### src/rtl/score_event_gen.sv
// Score event generator for the Flappy datapath: IDLE/PLAYING/DEAD game FSM, pipe-crossing score pulse and collision detect.
// Optional build macro NO_COLLIDE_EN disables collisions (demo mode) while keeping scoring.
module score_event_gen #(
  parameter int ROWS     = 16,
  parameter int BIRD_COL = 2,
  parameter int GAP_H    = 4,
  parameter int W        = 4
) (
  input  logic         clk,
  input  logic         reset,
  input  logic         tick,
  input  logic         start,
  input  logic [W-1:0] bird_row,
  input  logic [W-1:0] pipe_col,
  input  logic [W-1:0] gap_top,
  output logic         inc,
  output logic         game_over,
  output logic         playing
);

  typedef enum logic [1:0] {
    IDLE    = 2'd0,
    PLAYING = 2'd1,
    DEAD    = 2'd2
  } state_t;

  localparam logic [W:0]   GAP_H_EXT = (W+1)'(GAP_H);
  localparam logic [W-1:0] BIRD_POS  = W'(BIRD_COL);

  state_t     state_q, state_d;
  logic       scored_q, scored_d;
  logic       start_q;
  logic       inc_q, inc_d;

  logic       start_rise;
  logic       at_col;
  logic       in_gap;
  logic       hit_pipe;
  logic       hit_ground;
  logic [W:0] gap_end;

  // Gap bound is widened by one bit so a gap near the ground cannot wrap.
  assign gap_end    = {1'b0, gap_top} + GAP_H_EXT;
  assign in_gap     = ({1'b0, bird_row} >= {1'b0, gap_top}) &&
                      ({1'b0, bird_row} <  gap_end);
  assign at_col     = (pipe_col == BIRD_POS);
  assign start_rise = start & ~start_q;

`ifdef NO_COLLIDE_EN
  assign hit_pipe   = 1'b0;
  assign hit_ground = 1'b0;
`else
  localparam logic [W-1:0] GROUND_ROW = W'(ROWS - 1);
  assign hit_pipe   = at_col && !in_gap;
  assign hit_ground = (bird_row >= GROUND_ROW);
`endif

  always_comb begin
    state_d  = state_q;
    scored_d = scored_q;
    inc_d    = 1'b0;
    case (state_q)
      IDLE: begin
        if (start_rise) begin
          state_d  = PLAYING;
          scored_d = 1'b0;
        end
      end
      PLAYING: begin
        // Collision wins over scoring; scored re-arms once the pipe leaves the bird column.
        if (tick) begin
          if (hit_pipe || hit_ground) begin
            state_d = DEAD;
          end else if (at_col && in_gap && !scored_q) begin
            inc_d    = 1'b1;
            scored_d = 1'b1;
          end else if (!at_col) begin
            scored_d = 1'b0;
          end
        end
      end
      DEAD: begin
        if (start_rise) begin
          state_d  = PLAYING;
          scored_d = 1'b0;
        end
      end
      default: begin
        state_d  = IDLE;
        scored_d = 1'b0;
      end
    endcase
  end

  always_ff @(posedge clk or negedge reset) begin
    if (!reset) begin
      state_q  <= IDLE;
      scored_q <= 1'b0;
      start_q  <= 1'b0;
      inc_q    <= 1'b0;
    end else begin
      state_q  <= state_d;
      scored_q <= scored_d;
      start_q  <= start;
      inc_q    <= inc_d;
    end
  end

  assign inc       = inc_q;
  assign playing   = (state_q == PLAYING);
  assign game_over = (state_q == DEAD);

endmodule

### config.mk
export PLATFORM = sky130hd
export DESIGN_NAME = score_event_gen
export DESIGN_NICKNAME = d
export VERILOG_FILES = /design/src/rtl/score_event_gen.sv
export SDC_FILE = /design/constraint.sdc
export NUM_CORES = 1
export LEC_CHECK = 0
export ABC_AREA = 1
export CAP_MARGIN = 30
export CORE_UTILIZATION = 38
export DETAILED_ROUTE_END_ITERATION = 10
export HOLD_SLACK_MARGIN = 0.03
export PLACE_DENSITY = 0.73
export RECOVER_POWER = 100
export SYNTH_ARGS = -nofsm -noshare
export SYNTH_HDL_FRONTEND = slang
export SYNTH_SLANG_ARGS = --single-unit
### constraint.sdc
create_clock -name clk -period 1 [get_ports clk]
set_input_delay 0.15 -clock clk [delete_from_list [all_inputs] [get_ports clk]]
set_output_delay 0.15 -clock clk [all_outputs]
set_load 0.01 [all_outputs]
Word level (Yosys, flattened, before mapping)
Index checks and enable logic that the tools add are counted.
{"block": "word_totals", "out_inout_bits": 3, "elab_cells": 43, "reg_bits": 5}
{"block": "classes", "add_sub_neg": 1, "n_reduce_logical": 11, "magnitude_cmp": 3, "mux": 14, "eq_ne": 8, "bitwise": 2}
{"op": "$mux W1", "count": 9}
{"op": "$mux W2", "count": 3}
{"op": "$add A4 B3 Y5 const B", "count": 1}
{"op": "$lt A4 B5 Y1", "count": 1}
{"op": "$eq A4 B2 Y1 const B", "count": 1}
{"op": "$ge A4 B4 Y1", "count": 1}
{"op": "$ge A4 B4 Y1 const B", "count": 1}
{"op": "$logic_and A1 B1 Y1", "count": 4}
{"op": "$ne A2 B1 Y1 const B", "count": 2}
{"op": "$ne A2 B2 Y1 const B", "count": 2}
{"op": "$pmux W2 S2", "count": 1}
{"op": "$reduce_and A4 Y1", "count": 1}
{"op": "$ne A3 B2 Y1 const B", "count": 1}
{"op": "$reduce_and A3 Y1", "count": 1}
{"op": "$eq A2 B1 Y1 const B", "count": 1}
{"op": "$eq A2 B2 Y1 const B", "count": 1}
{"op": "$logic_not A1 Y1", "count": 2}
{"op": "$logic_not A2 Y1", "count": 1}
{"op": "$pmux W1 S2", "count": 1}
{"op": "$reduce_or A2 Y1", "count": 1}
{"op": "$and A1 B1 Y1", "count": 1}
{"op": "$logic_or A1 B1 Y1", "count": 1}
{"op": "$not A1 Y1", "count": 1}

Longest topological paths before layout
Gate-level depths: netlist of run 1.
{"block": "logic_depth", "word_depth": 9, "depth_mapped": 15, "ltp_nobuf": 15}

Least setup slack after synthesis of run 1
OpenSTA, ideal clock, no wires.
{"block": "synth_path", "path_kind": "input to register", "startpoint": "input port gap_top[2]", "endpoint": "register scored_q", "path_stages": 13, "arrival_ns": 1.370, "path_buffers": 0, "setup_ns": 0.116, "setup_slack_ns": -0.486, "t_required_ns": 0.884, "cell_sequence": "ha_1 inv_1 ha_1 inv_1 nor2_2 nand2_1 nor2_1 nor2_2 nand3_2 a21oi_4 nand2_1 nand2_1 nand2_1"}
{"block": "synth_via", "elab_chain_cells": 9, "elab_cells_between_ends": 16, "cone_classes": "add/sub: 1; order compare: 2; eq/ne: 2; mux: 4; reduce/logical: 7"}
{"element": "start, declared", "line": "15", "rtl": "input logic [W-1:0] gap_top,"}
{"element": "$add A4 B3 Y5", "line": "43", "rtl": "assign gap_end = {1'b0, gap_top} + GAP_H_EXT;"}
{"element": "$lt A4 B5 Y1", "line": "45", "rtl": "({1'b0, bird_row} < gap_end);"}
{"element": "$logic_and A1 B1 Y1 (*)", "line": "44", "rtl": "assign in_gap = ({1'b0, bird_row} >= {1'b0, gap_top}) &&"}
{"element": "$logic_and A1 B1 Y1 (2 in series)", "line": "74", "rtl": "end else if (at_col && in_gap && !scored_q) begin"}
{"element": "$mux W1", "line": "74"}
{"element": "$mux W1", "line": "72", "rtl": "if (hit_pipe || hit_ground) begin"}
{"element": "$mux W1", "line": "71", "rtl": "if (tick) begin"}
{"element": "$pmux W1 S2", "line": "62", "rtl": "case (state_q)"}
{"element": "end signal, assigned", "line": "103", "rtl": "scored_q <= scored_d;"}
{"element": "end, declared", "line": "31", "rtl": "logic scored_q, scored_d;"}
Mark *: on every way between the ends. The rest lies on a longest branch, timed or not. The select of a mux whose other input is x is not followed.
A chain may end at the register's enable or synchronous reset.

Worst setup path in the final report of run 1
Ends and elaborated chain as after synthesis.

==> flow_summary.json, run 1 <==
{
  "ys_types": 19,
  "cp_max_fo": 3,
  "finalClockSkew_ps": 2.71,
  "dr.first_iter.drc_count": 6,
  "finalCriticalPeriod_ps": 1380,
  "num_antenna_cells": 0,
  "htree_levels": 1,
  "stdcell_count": 119,
  "synth_cells": 72,
  "tritoncts": "yes",
  "worst_slack_ps": -375,
  "path_delay_family": "simple AND/OR/NAND/NOR gates",
  "dpl.cell_count": 113,
  "clockBufferDepth": 2,
  "crit_type": "input port to register",
  "syn_nets": 95,
  "switching_power_mw": 0.377,
  "r2r_end": "state_q[1]",
  "crit_buf_inv": 3,
  "synth_top_area_share": 0.246,
  "cp-end-kind": "register",
  "wl_um": 1120,
  "die_h_um": 38.6,
  "place_ws_ps": -1090,
  "setup_viol": 5,
  "die_w_um": 38.6,
  "core_area_sq_um": 1170,
  "worstSkewPairLatency_ps": 240,
  "vias": 538,
  "regArea_sq_um": 125,
  "critPathRequiredTime_ps": 1140,
  "track_usage": 0.190,
  "comb_power_share": 0.548,
  "power_switching_share": 0.359,
  "multi_input_area_sq_um": 389,
  "rrSetupSlack_ps": -270,
  "dp_hpwl_um": 925,
  "netlist_top_cells_area": "dfrtp_1, ha_1, nand2_1, inv_1, nor2_1",
  "yosys.area.top_type": "dfrtp_1",
  "fin_area_sq_um": 881,
  "drcViolationCount": 0,
  "routabilityCongestion": 0.683,
  "peakVddDrop_v": 0.000485,
  "cts_hold_buf": 0,
  "max_stage_delay_ps": 250,
  "cts_made_buffers": 3,
  "crit_chain": "buf_8, ha_4, inv_2, ha_4, inv_2, nor2_4, nand2_2, nor2_2, nor2_2, nand2_1, nand2_1, nand2_2, nand2_2, nand3_1, nand2_1",
  "pin_count": 19,
  "antenna_found_initial": 0,
  "start_kind": "input port",
  "drive_gt1_frac": 0.419,
  "first_pass_iters": 2,
  "hold_viol": 0,
  "synth_area_per_cell_sq_um": 7.06,
  "crit_start": "gap_top[2]",
  "utilization": 0.752,
  "drv_cap": 0,
  "grt_pass1_vias": 512,
  "seq_area_frac_synth": 0.246,
  "rsz0062_at_grt": "yes",
  "critPathArrivalTime_ps": 1510,
  "port_buffers": 18,
  "grt_pass1_wl_um": 1910,
  "tightest_slew_ps": 257,
  "p_seq_frac": 0.232,
  "worstReg2RegStart": "state_q[1]",
  "finalCritPeriodShare": 1.38,
  "ys_ff_latch": 5,
  "violations": "setup timing",
  "path_clk_slew_ps": 40,
  "syn2layout_area_growth_pct": 73.4,
  "nets": 129,
  "clkPwrFrac": 0.220,
  "outcome": "finished, violations left",
  "power_mw": 1.05,
  "cts_root_buf": "clkbuf_4",
  "power_density_nw_per_um2": 1190,
  "cp_num_cells": 15,
  "maxSlewViolCount": 0,
  "hold_path_class": "input port to async pin",
  "via_per_inst": 4.52,
  "clock-sinks": 5,
  "whs_ps": 201,
  "fmax_mhz": 727,
  "p_leak_nw": 0.463,
  "synth_area_sq_um": 508,
  "p_int_mw": 0.675,
  "slew_headroom": 0.829,
  "nFillCells": 94,
  "wl_per_cell_um": 9.40,
  "reg2regPathDepth": 6,
  "dieArea_sq_um": 1490,
  "grt_overflow": 0,
  "final_antenna_net_count": 0,
  "initial_core_util": 0.434,
  "yosysWarningCount": 0,
  "dpl-instance-area_sq_um": 798,
  "tns_ps": -1550,
  "critical-path-slowest-cell": "ha_4",
  "grt_max_degree": 6,
  "rows": 12
}
## synthesized netlist by cell type
cell type,n
nand2_1,18
inv_1,14
ha_1,7
nor2_1,7
dfrtp_1,5
inv_2,4
o21ai_1,3
nand2_2,2
nor2_2,2
a21oi_1,1
a21oi_4,1
nand3_1,1
nand3_2,1
nand3b_1,1
nand4_2,1
nor2_4,1
nor4_2,1
o21ai_0,1
o21ai_2,1
## power by group through the flow
stage	Sequential [mW]	Combinational (mW)	Clock, mW
6_report	0.244	0.576	0.232
5_1_grt	0.245	0.639	0.263
4_1_cts	0.243	0.565	0.238
3_5_place_dp	0.251	0.516	0
3_3_place_gp	0.251	0.500	0
2_1_floorplan	0.248	0.271	0
## area by class of cell
cell class / instances / area share
Clock buffer: 4 / 0.0298
Inverter: 18 / 0.0767
Multi-Input combinational cell: 49 / 0.442
Sequential cell: 5 / 0.142
Tap cell: 14 / 0.0199
Timing Repair Buffer: 29 / 0.290
## logic make-up (layout without fill, tap and decap cells)
group           after synthesis  in the layout  synth area share
buf+inv                      18             51             0.133
fa+ha+maj                     7              7             0.172
compound gates                7              7            0.0985
flops                         5              5             0.246
simple gates                 35             35             0.350
## worst max-delay path by stage
stage | slack [ps] | end
detailed placement | -1090 | scored_q
global route | -450 | scored_q
global placement | -1050 | scored_q
floorplan | -450 | scored_q
finish | -380 | scored_q
CTS | -440 | inc
## per-layer routing
metal  track usage  vias to the layer above  part of all wire
met5             0                        -                 0
met4         0.103                        0             0.021
met3        0.0349                        3             0.050
met2         0.396                       18              0.56
met1         0.159                      229              0.37
li1              -                      288                 -
## registers in the layout, summed over array words and instances, names as in the netlist
signal	flops
start_q	1
scored_q	1
inc	1
state_q	2
## cells in the final DEF, fill, tap and decap left out
| master | instances |
|---|---|
| nand2_1 | 15 |
| inv_1 | 11 |
| buf_4 | 9 |
| inv_2 | 7 |
| nor2_1 | 6 |
| nand2_2 | 5 |
| dfrtp_1 | 5 |
| dlygate4sd2_1 | 5 |
| clkdlybuf4s50_1 | 5 |
| ha_4 | 4 |
| buf_6 | 4 |
| o21ai_1 | 3 |
| ha_1 | 3 |
| clkbuf_4 | 3 |
| nor2_4 | 2 |
| nor2_2 | 2 |
| clkbuf_1 | 2 |
| dlygate4sd3_1 | 2 |
| buf_2 | 2 |
| nand3b_1 | 1 |
| a21oi_1 | 1 |
| nand3_2 | 1 |
| nand4_2 | 1 |
| nor4_4 | 1 |
| o21ai_2 | 1 |
| a21oi_4 | 1 |
| nand3_1 | 1 |
| o21ai_0 | 1 |
| buf_8 | 1 |
## timing repair
item,CTS,global route
endpoints found under the setup margin,7,7
resized for setup,39,6
pin swaps,15,6
gates cloned,0,0
buffers inserted,2,0
No activity file was read; power rests on OpenSTA's default activity.
==> run 2, diff against run 1 <==
--- a/config.mk
+++ b/config.mk
@@ -9,6 +9,7 @@
 export CAP_MARGIN = 30
 export CORE_UTILIZATION = 38
 export DETAILED_ROUTE_END_ITERATION = 10
+export GPL_ROUTABILITY_DRIVEN = 1
 export HOLD_SLACK_MARGIN = 0.03
 export PLACE_DENSITY = 0.73
 export RECOVER_POWER = 100
==> results of run 2 <==
No change in the layout: final DEF, timing and power equal those of run 1.
==> run 3, diff against run 2 <==
--- a/config.mk
+++ b/config.mk
@@ -10,6 +10,7 @@
 export CORE_UTILIZATION = 38
 export DETAILED_ROUTE_END_ITERATION = 10
 export GPL_ROUTABILITY_DRIVEN = 1
+export GPL_TIMING_DRIVEN = 0
 export HOLD_SLACK_MARGIN = 0.03
 export PLACE_DENSITY = 0.73
 export RECOVER_POWER = 100
==> constraint.sdc (replaced) <==
create_clock -name clk -period 1 [get_ports clk]
set_input_delay 0.3 -clock clk [delete_from_list [all_inputs] [get_ports clk]]
set_output_delay 0.3 -clock clk [all_outputs]
set_load 0.01 [all_outputs]
==> flow_summary.json, run 3 (same netlist as run 1, synthesis figures left out) <==
{
  "final_common_cell": "nand2_1",
  "core_area_sq_um": 1170,
  "clockBufferDepth": 2,
  "grt_pass1_wl_um": 1800,
  "dieArea_sq_um": 1490,
  "cp-end-kind": "register",
  "tritoncts": "yes",
  "start_kind": "input port",
  "nets": 123,
  "die_w_um": 38.6,
  "wl_per_cell_um": 10.4,
  "clock-sinks": 5,
  "grt_max_degree": 6,
  "num_antenna_cells": 0,
  "crit_type": "input port to register",
  "max_flop_register": "state_q",
  "finalClockSkew_ps": 1.86,
  "grt_pass1_vias": 466,
  "mostFrequentLayoutCells": "nand2_1, inv_2, inv_1, nand2_2",
  "critPathArrivalTime_ps": 1690,
  "first_pass_iters": 4,
  "track_usage": 0.180,
  "fmax_mhz": 642,
  "critPathRequiredTime_ps": 1130,
  "slew_headroom": 0.831,
  "setup_viol": 7,
  "final_antenna_net_count": 0,
  "drv_cap": 0,
  "peakVddDrop_v": 0.000519,
  "crit_chain": "buf_8, ha_4, inv_4, ha_4, inv_2, nor2_4, nand2_2, nor2_4, nor2_4, nand2_1, nand2_1, nand2_2, nand2_4, nand3_2, nand2_1",
  "violations": "setup timing",
  "antenna_found_initial": 0,
  "p_leak_nw": 0.449,
  "power_mw": 1.03,
  "grt_overflow": 0,
  "vias": 528,
  "hold_viol": 0,
  "finalCritPeriodShare": 1.56,
  "drcViolationCount": 0,
  "finalCriticalPeriod_ps": 1560,
  "power_density_nw_per_um2": 1190,
  "whs_ps": 354,
  "port_buffers": 18,
  "dpl-instance-area_sq_um": 731,
  "rsz0062_at_grt": "yes",
  "path_clk_slew_ps": 40,
  "place_ws_ps": -1250,
  "largest_reg_flops": 2,
  "drive_gt1_frac": 0.465,
  "worstSkewPairLatency_ps": 240,
  "outcome": "finished, violations left",
  "syn2layout_area_growth_pct": 71.2,
  "cts_hold_buf": 0,
  "pin_count": 19,
  "hold_path_class": "input port to async pin",
  "fin_area_sq_um": 870,
  "cts_root_buf": "clkbuf_4",
  "initial_core_util": 0.434,
  "tightest_slew_ps": 253,
  "routabilityCongestion": 0.687,
  "worst_slack_ps": -559,
  "cts_made_buffers": 3,
  "dr.first_iter.drc_count": 5,
  "htree_levels": 1,
  "wl_um": 1170,
  "via_per_inst": 4.67,
  "cp_max_fo": 3,
  "die_h_um": 38.6,
  "dp_hpwl_um": 793,
  "max_stage_delay_ps": 260,
  "reg2regPathDepth": 7,
  "maxSlewViolCount": 0,
  "critical-path-slowest-cell": "ha_4",
  "rows": 12
}
## run 3: cell count changes in the layout (fill, tap and decap cells not counted), moves of 2 or more
cell | previous run | this run
inv_1 | 11 | 8
buf_4 | 9 | 3
nor2_4 | 2 | 4
nand2_1 | 15 | 13
inv_2 | 7 | 9
## run 3: repair_timing
item	CTS	global route
pin swaps	17	18
buffers inserted	5	0
cloned	0	0
gates resized for setup	39	17
endpoints found under the setup margin	7	7
## run 3: power by group
part	internal, mW	switching, mW	leakage [nW]
Sequential	0.228	0.0158	0.0629
Combinational	0.269	0.296	0.371
Clock	0.150	0.0749	0.0150
Total	0.648	0.387	0.449
## run 3: metrics by stage
| stage | std cells | setup TNS, ps | util |
|---|---|---|---|
| final | 113 | -2540 | 0.743 |
| after global routing | 113 | -2850 | 0.743 |
| after detailed placement | 104 | -5620 | 0.624 |
| after CTS | 113 | -2720 | 0.698 |
| after floorplan | 72 | -2150 | - |
| after global placement | 104 | -5430 | 0.624 |
## run 3: final cells by class
cell class,count,area (sq um)
multi-input cells,49,415
fillers,96,302
repair buffers,23,215
flip-flops and latches,5,125
inverters,18,70.1
clock buffers,4,26.3
well taps,14,17.5
## run 3: worst paths after layout
kind	startpoint	endpoint	slack, ps
worst max-delay path	gap_top[2]	scored_q	-560
worst min-delay path	reset	inc	350
worst max register to register	state_q[1]	scored_q	-240
worst min register to register	scored_q	scored_q	500
max in group asynchronous	reset	start_q	450
min in group clk	scored_q	scored_q	500
## run 3: critical path, delay by kind of cell
| family | cells | cell delay, ps |
|---|---|---|
| and+or+nand+nor | 10 | 710 |
| buffers and inverters | 3 | 160 |
| adders and majority gates | 2 | 510 |
## run 3: metal layers
layer / track usage / vias to the layer above / part of all wire
li1: - / 275 / -
met1: 0.177 / 234 / 0.40
met2: 0.338 / 17 / 0.54
met3: 0.0174 / 2 / 0.054
met4: 0.129 / 0 / 0.0085
met5: 0 / - / 0
